## src/rtl/debounce_toggle_pulse_if.sv

```systemverilog
// debounce_toggle_pulse_if: button-conditioning bus between raw input source and debouncer
// Signals:
//   btn_in    raw push-button, active high, asynchronous, may bounce
//   t_pulse   one-cycle toggle-enable per accepted press
//   btn_level debounced button level
//   press_cnt wrapping count of accepted presses
// Modports: master drives btn_in and observes outputs; slave is the debouncer.
interface debounce_toggle_pulse_if #(
  parameter int PCNT_W = 8
);
  logic              btn_in;
  logic              t_pulse;
  logic              btn_level;
  logic [PCNT_W-1:0] press_cnt;
  modport master (output btn_in, input t_pulse, btn_level, press_cnt);
  modport slave  (input btn_in, output t_pulse, btn_level, press_cnt);
endinterface

```

## src/rtl/debounce_toggle_pulse.sv

```systemverilog
// debounce_toggle_pulse: synchronise and debounce a raw button into a single-cycle toggle pulse
// Ports:
//   clk     system clock, rising edge
//   reset_n asynchronous active-low reset
//   bus     slave side of debounce_toggle_pulse_if (btn_in in; t_pulse, btn_level, press_cnt out)
module debounce_toggle_pulse #(
  parameter int STABLE_CYCLES = 50000,
  parameter int CNT_W         = 16,
  parameter int PCNT_W        = 8
) (
  input logic                     clk,
  input logic                     reset_n,
  debounce_toggle_pulse_if.slave  bus
);
  typedef enum logic [1:0] {IDLE, WAIT_PRESS, PRESSED, WAIT_RELEASE} state_t;
  localparam logic [CNT_W-1:0] LAST = CNT_W'(STABLE_CYCLES - 1);
  state_t            state_q, state_d;
  logic              s1_q, s2_q;
  logic [CNT_W-1:0]  cnt_q, cnt_d;
  logic              pulse_q, pulse_d;
  logic              level_q, level_d;
  logic [PCNT_W-1:0] pcnt_q, pcnt_d;
  logic              done, press_acc, rel_acc, waiting_d;
  always_ff @(posedge clk or negedge reset_n)
    if (!reset_n) begin
      s1_q    <= 1'b0;
      s2_q    <= 1'b0;
      state_q <= IDLE;
      cnt_q   <= '0;
      pulse_q <= 1'b0;
      level_q <= 1'b0;
      pcnt_q  <= '0;
    end else begin
      s1_q    <= bus.btn_in;
      s2_q    <= s1_q;
      state_q <= state_d;
      cnt_q   <= cnt_d;
      pulse_q <= pulse_d;
      level_q <= level_d;
      pcnt_q  <= pcnt_d;
    end
  assign done = cnt_q == LAST;
  always_comb begin
    state_d = state_q;
    unique case (state_q)
      IDLE:       state_d = s2_q ? WAIT_PRESS : IDLE;
      WAIT_PRESS: state_d = !s2_q ? IDLE : done ? PRESSED : WAIT_PRESS;
      PRESSED:    state_d = s2_q ? PRESSED : WAIT_RELEASE;
      default:    state_d = s2_q ? PRESSED : done ? IDLE : WAIT_RELEASE;
    endcase
  end
  // Counter runs only while staying in a WAIT state; entering one starts at 1
  // because the entering sample already counts as the first stable one.
  always_comb begin
    press_acc = state_q == WAIT_PRESS && s2_q && done;
    rel_acc   = state_q == WAIT_RELEASE && !s2_q && done;
    waiting_d = state_d == WAIT_PRESS || state_d == WAIT_RELEASE;
    cnt_d     = !waiting_d ? '0 : state_d == state_q ? cnt_q + CNT_W'(1) : CNT_W'(1);
    pulse_d   = press_acc;
    level_d   = press_acc | (level_q & ~rel_acc);
    pcnt_d    = pcnt_q + PCNT_W'(press_acc);
  end
  assign bus.t_pulse   = pulse_q;
  assign bus.btn_level = level_q;
  assign bus.press_cnt = pcnt_q;
endmodule

```

## src/flat_wrapper.sv

```systemverilog
// flat-port wrapper written by rule: the top's interface ports become plain ports
module debounce_toggle_pulse_flat 
#(
  parameter int STABLE_CYCLES = 50000,
  parameter int CNT_W         = 16,
  parameter int PCNT_W        = 8
)
  (clk, reset_n, bus_btn_in, bus_t_pulse, bus_btn_level, bus_press_cnt);
  debounce_toggle_pulse_if #(.PCNT_W(PCNT_W)) bus_i ();
  input logic clk;
  input logic reset_n;
  input wire logic [$bits(bus_i.btn_in)-1:0] bus_btn_in;
  output wire logic [$bits(bus_i.t_pulse)-1:0] bus_t_pulse;
  output wire logic [$bits(bus_i.btn_level)-1:0] bus_btn_level;
  output wire logic [$bits(bus_i.press_cnt)-1:0] bus_press_cnt;
  assign bus_i.btn_in = bus_btn_in;
  assign bus_t_pulse = bus_i.t_pulse;
  assign bus_btn_level = bus_i.btn_level;
  assign bus_press_cnt = bus_i.press_cnt;
  debounce_toggle_pulse #(.STABLE_CYCLES(STABLE_CYCLES), .CNT_W(CNT_W), .PCNT_W(PCNT_W)) u_core (.clk(clk), .reset_n(reset_n), .bus(bus_i));
endmodule
```

## config.mk

```make
export PLATFORM = sky130hd
export DESIGN_NAME = debounce_toggle_pulse_flat
export DESIGN_NICKNAME = d
export VERILOG_FILES = /design/src/rtl/debounce_toggle_pulse_if.sv /design/src/rtl/debounce_toggle_pulse.sv /design/src/flat_wrapper.sv
export SDC_FILE = /design/constraint.sdc
export NUM_CORES = 1
export LEC_CHECK = 0
export ABC_AREA = 1
export BUFFER_PORTS_ARGS = -buffer_cell sky130_fd_sc_hd__buf_2
export CAP_MARGIN = 20
export CELL_PAD_IN_SITES_DETAIL_PLACEMENT = 1
export CELL_PAD_IN_SITES_GLOBAL_PLACEMENT = 1
export CORE_ASPECT_RATIO = 0.75
export CORE_UTILIZATION = 25
export CTS_CLUSTER_SIZE = 28
export DETAILED_ROUTE_END_ITERATION = 8
export PLACE_DENSITY_LB_ADDON = 0.1
export SYNTH_ARGS = -nofsm -noshare
export SYNTH_HDL_FRONTEND = slang
export SYNTH_SLANG_ARGS = --single-unit
export TNS_END_PERCENT = 30
```

## constraint.sdc

```tcl
create_clock -name clk -period 2.3 [get_ports clk]
set_input_delay 0.23 -clock clk [delete_from_list [all_inputs] [get_ports clk]]
set_output_delay 0.23 -clock clk [all_outputs]
set_load 0.02 [all_outputs]
```

# ---- After elaboration in Yosys (flattened, before gate mapping)
# Cells that the tools add are included.
# W data, S select, Z words.
dict set report classes {
  n_reduce_logical 7
  bitwise 3
  n_eq_ne 7
  n_addsub 2
  mux 9
}
# cell count
set op_table {}
lappend op_table {{$mux W16} 2}
lappend op_table {{$add A16 B1 Y16 const B} 1}
lappend op_table {{$eq A16 B16 Y1 const B} 1}
lappend op_table {{$add A8 B1 Y8} 1}
lappend op_table {{$mux W2} 4}
lappend op_table {{$eq A2 B2 Y1 const B} 3}
lappend op_table {{$pmux W2 S3} 1}
lappend op_table {{$eq A2 B1 Y1 const B} 2}
lappend op_table {{$logic_and A1 B1 Y1} 4}
lappend op_table {{$eq A2 B2 Y1} 1}
lappend op_table {{$logic_not A2 Y1} 1}
lappend op_table {{$mux W1} 2}
lappend op_table {{$and A1 B1 Y1} 1}
lappend op_table {{$logic_not A1 Y1} 1}
lappend op_table {{$logic_or A1 B1 Y1} 1}
lappend op_table {{$not A1 Y1} 1}
lappend op_table {{$or A1 B1 Y1} 1}
dict set report totals {
  register_bits 30
  elab_cells 35
  output_inout_bits 10
  in_bits 3
}

# ---- Depth between registers and ports, before layout
dict set report depth {
  ltp_word 7
  mapped_depth 11
  depth_no_buf 11
}

# ---- Worst setup path after synthesis
# OpenSTA, ideal clock, no wires.
dict set report synth_path {
  path_type {reg-to-reg}
  startpoint {register u_core.cnt_q[0]}
  endpoint {register u_core.pcnt_q[7] (netlist: u_core.bus.press_cnt[7])}
  period_less_slack_ns 1.926
  slack_ns 0.374
  stages_incl_launch_ff 11
  t_arrival_ns 1.797
  path_buffers 0
  setup_ns 0.128
  path_cell_list {dfrtp_1 > ha_1 > nand3_2 > nor2_4 > nand4_1 > inv_1 > ha_1 > nand3_1 > nor3_1 > nand3_1 > xnor2_1}
}
dict set report synth_via {
  elab_chain_cells 3
}
# item line
set synth_rtl {}
lappend synth_rtl {{start, declared} debounce_toggle_pulse.sv:19} ;# logic [CNT_W-1:0] cnt_q, cnt_d;
lappend synth_rtl {{start signal, assigned} debounce_toggle_pulse.sv:37} ;# cnt_q <= cnt_d;
lappend synth_rtl {{$eq A16 B16 Y1} debounce_toggle_pulse.sv:42} ;# assign done = cnt_q == LAST;
lappend synth_rtl {{$logic_and A1 B1 Y1} debounce_toggle_pulse.sv:55} ;# press_acc = state_q == WAIT_PRESS && s2_q && done;
lappend synth_rtl {{net u_core.press_acc} debounce_toggle_pulse.sv:23} ;# logic done, press_acc, rel_acc, waiting_d;
lappend synth_rtl {{$add A8 B1 Y8} debounce_toggle_pulse.sv:61} ;# pcnt_d = pcnt_q + PCNT_W'(press_acc);
lappend synth_rtl {{net u_core.pcnt_d[7]} debounce_toggle_pulse.sv:22} ;# logic [PCNT_W-1:0] pcnt_q, pcnt_d;
lappend synth_rtl {{end signal, assigned} debounce_toggle_pulse.sv:40} ;# pcnt_q <= pcnt_d;
lappend synth_rtl {{end, declared} debounce_toggle_pulse.sv:22}
# The timed path passes the listed nets, and every way through them passes these cells.

# ---- Worst setup path in the final report
dict set report layout_path {
  startpoint {register u_core.cnt_q[0]}
  endpoint {register u_core.pcnt_q[6] (netlist: u_core.bus.press_cnt[6])}
}
# The elaborated chain is that of the path after synthesis.

==> flow_summary_export.csv <==
group,metric,value,unit
run_status,status,"finished with violations",
run_status,violations,"negative hold slack",
synthesis,yosysWarnings,0,
sta,whs,-18.6,ps
sta,fin_tns_setup,0,ps
placement,port_buffers,12,
routing,drt-total-wl,3020,µm
power,p_leak,0.000797,µW
routing,routed_via_density,4.09,
synthesis,ys_seq_area_share,51.5,%
worst_setup_path,r2r-end,"u_core.bus.press_cnt[6]",
synthesis,avgSynthCellArea,9.12,µm²
flow_run,maxCapViolCount,0,
cells_and_area,antenna_cells,0,
synthesis,synth_cell_types,21,
sta,fin_crit_sh,90.0,%
placement,dp_hpwl,2330,µm
clock_tree,clock_latency,280,ps
clock_tree,htreeDepth,2,
routing,drtIter0Drc,17,
clock_tree,cts_buffer_depth,2,
cells_and_area,layout-drive-gt1-share,22.3,%
routing,postRouteAntennaNets,0,
clock_tree,cts-buffers-inserted,5,
sta,worst_slew_pin_slew,676,ps
power,vdd_drop_max,0.000224,V
synthesis,synth_compound_area_share,2.83,%
clock_tree,cts_tree,"yes",
routing,wire_per_inst,11.9,µm
worst_setup_path,setup.worst_path.start_class,"register",
die,rows,23,
sta,slew_headroom,54.9,%
die,ios,13,
clock_tree,clk_pin_slew,70,ps
die,die_area,0.00615,mm²
synthesis,syn-cell-area,0.00146,mm²
worst_setup_path,worstSetupPathType,"register to register",
worst_setup_path,crit_required,2510,ps
synthesis,syn_nets,166,
routing,route.vias.total,1038,
power,pwr_density_cell,596,mW/mm²
synthesis,synth_area_leader_cell,"dfrtp_1",
worst_setup_path,r2r_cells,10,
cells_and_area,nNetsFinal,184,
grt,grt_max_degree,31,
grt,grt_pass1_vias,1102,
placement,place_ws,123,ps
synthesis,synthXorXnorAreaFrac,9.01,%
synthesis,synth_top_area_share,51.5,%
sta,setup_viol,0,
grt,grt_usage,11.5,%
synthesis,synthAdderAreaFrac,2.57,%
worst_setup_path,arrival,2280,ps
cells_and_area,final_util,31.2,%
worst_setup_path,end_kind,"register",
min_path,hold_path_class,"input pin to asynchronous set/reset pin",
worst_setup_path,worstReg2RegStart,"u_core.cnt_q[0]",
synthesis,muxShareOfSynthArea,0,%
sta,rsz0062_at_grt,"false",
placement,place.gp.congestion,0.716,
die,start_util,26.7,%
sta,fin_ws,229,ps
routing,drc_errors,0,
clock_tree,cts-root-buf,"clkbuf_8",
sta,hold_viol_final,30,
worst_setup_path,reg2reg_setup_slack,230,ps
die,die_h,68.2,µm
clock_tree,cts_sinks,30,
synthesis,synth_seq_cells,30,
grt,grt-ovfl-total,0,
routing,firstDrtPassIters,4,
clock_tree,post_cts_buffers,0,
die,die_x,90.2,µm
synthesis,yosys.area_share.simple,28.2,%
grt,grt_pass1_wl,5300,µm
sta,max_freq,483,MHz
power,total_power,1020,µW
sta,fin_worst_skew,5.03,ps
worst_setup_path,crit_path_max_fanout,4,
sta,post-route-min-period,2070,ps
synthesis,syn_inst,160,
cells_and_area,areaGrowthSynthToFinish,16.8,%
synthesis,ys_top_cells_by_area,"dfrtp_1, xor2_1, nand2_1",
die,core,0.00547,mm²
synthesis,synth_top_family_by_area,"simple AND/OR/NAND/NOR gates",
sta,maxSlewViolCount,0,
grt,antenna_found_initial,0,
[worst max path at each step]
stage / from / end / slack [ps] / cells after the start
after global placement: u_core.cnt_q[0] / u_core.bus.press_cnt[7] / 220 / 10
after CTS: u_core.cnt_q[0] / u_core.bus.press_cnt[7] / 120 / 10
after floorplan: u_core.cnt_q[0] / u_core.bus.press_cnt[7] / 370 / 10
after global routing: u_core.cnt_q[0] / u_core.bus.press_cnt[6] / 20 / 10
after detailed placement: u_core.cnt_q[0] / u_core.bus.press_cnt[7] / 120 / 10
final: u_core.cnt_q[0] / u_core.bus.press_cnt[6] / 230 / 10
[layer usage]
layer | up-vias | GRT usage, % | part of all wire, %
met3 | 5 | 3.33 | 2.6
met1 | 491 | 15.5 | 55
li1 | 534 | - | -
met5 | - | 0 | 0
met2 | 8 | 17.7 | 42
met4 | 0 | 4.23 | 1.1
[state kept, by name (all words and copies together) (netlist names)]
name / count
u_core.cnt_q: 16
u_core.bus.press_cnt: 8
u_core.state_q: 2
u_core.bus.btn_level: 1
u_core.bus.t_pulse: 1
u_core.s1_q: 1
u_core.s2_q: 1
[timing repair]
item | in CTS | in global routing
hold buffers | 0 | 0
gates resized for setup | 0 | 2
setup endpoints to repair | 0 | 2
[layout by cell type, fill, tap and decap left out, types with 4 or more instances in the layout]
cell type / netlist / layout
dfrtp_1: 30 / 30
nand2_1: 26 / 26
nor2_1: 25 / 24
inv_1: 18 / 18
xor2_1: 12 / 12
buf_2: 0 / 12
nand3_1: 11 / 11
nor2_2: 6 / 7
clkbuf_8: 0 / 6
nand2_2: 4 / 4
a21oi_1: 4 / 4
[where the power goes]
group	switching [µW]	leakage, µW	internal [µW]
sequential	3.87	0.000410	532
clock	209	0.0000472	240
combinational	22.9	0.000339	6.68
[through the flow]
| stage | instance area, µm² | hold WS (ps) | instances |
|---|---|---|---|
| floorplan | 1460 | -65.6 | 160 |
| global placement | 1600 | 321 | 246 |
| detailed placement | 1600 | 322 | 246 |
| CTS | 1700 | 14.0 | 254 |
| global route | 1700 | 43.7 | 254 |
| finish | 1700 | -18.6 | 254 |
[synth_stat cells]
| cell | count |
|---|---|
| dfrtp_1 | 30 |
| a21oi_1 | 4 |
| o21ai_0 | 1 |
| nor3_1 | 3 |
| inv_1 | 18 |
| nand3b_1 | 1 |
| xnor2_1 | 3 |
| nor3b_1 | 1 |
| buf_6 | 1 |
| nand2_2 | 4 |
| inv_2 | 2 |
| nand3_2 | 2 |
| nor2_4 | 3 |
| xor2_1 | 12 |
| nor2_2 | 6 |
| nor2_1 | 25 |
| nand3_1 | 11 |
| a21oi_4 | 1 |
| nand2_1 | 26 |
| nand4_1 | 3 |
| ha_1 | 3 |
[area by class of cell]
| class | count | area, µm² |
|---|---|---|
| Clock inverter | 2 | 12.5 |
| Clock buffer | 6 | 82.6 |
| Multi-Input combinational cell | 109 | 629 |
| Sequential cell | 30 | 751 |
| Tap cell | 75 | 93.8 |
| Inverter | 20 | 75.1 |
| Fill cell | 666 | 3760 |
| Timing Repair Buffer | 12 | 60.1 |
[critical path, cell delays in order, from the launching register on]
cell and delay (ps):
dfrtp_1 380, ha_1 210, nand3_2 150, nor2_4 170
nand4_1 160, inv_1 110, ha_1 180, ha_1 200
nand3_1 170, nor2_2 130, xor2_1 140
[cells by family after synthesis]
logic type,after synthesis
AND/OR/NAND/NOR,85
flip-flops,30
AO/OA/AOI/OAI,6
XOR/XNOR,15
adder cells (fa/ha/maj),3
buffers and inverters,21
Power figures use the tool's default switching activity.
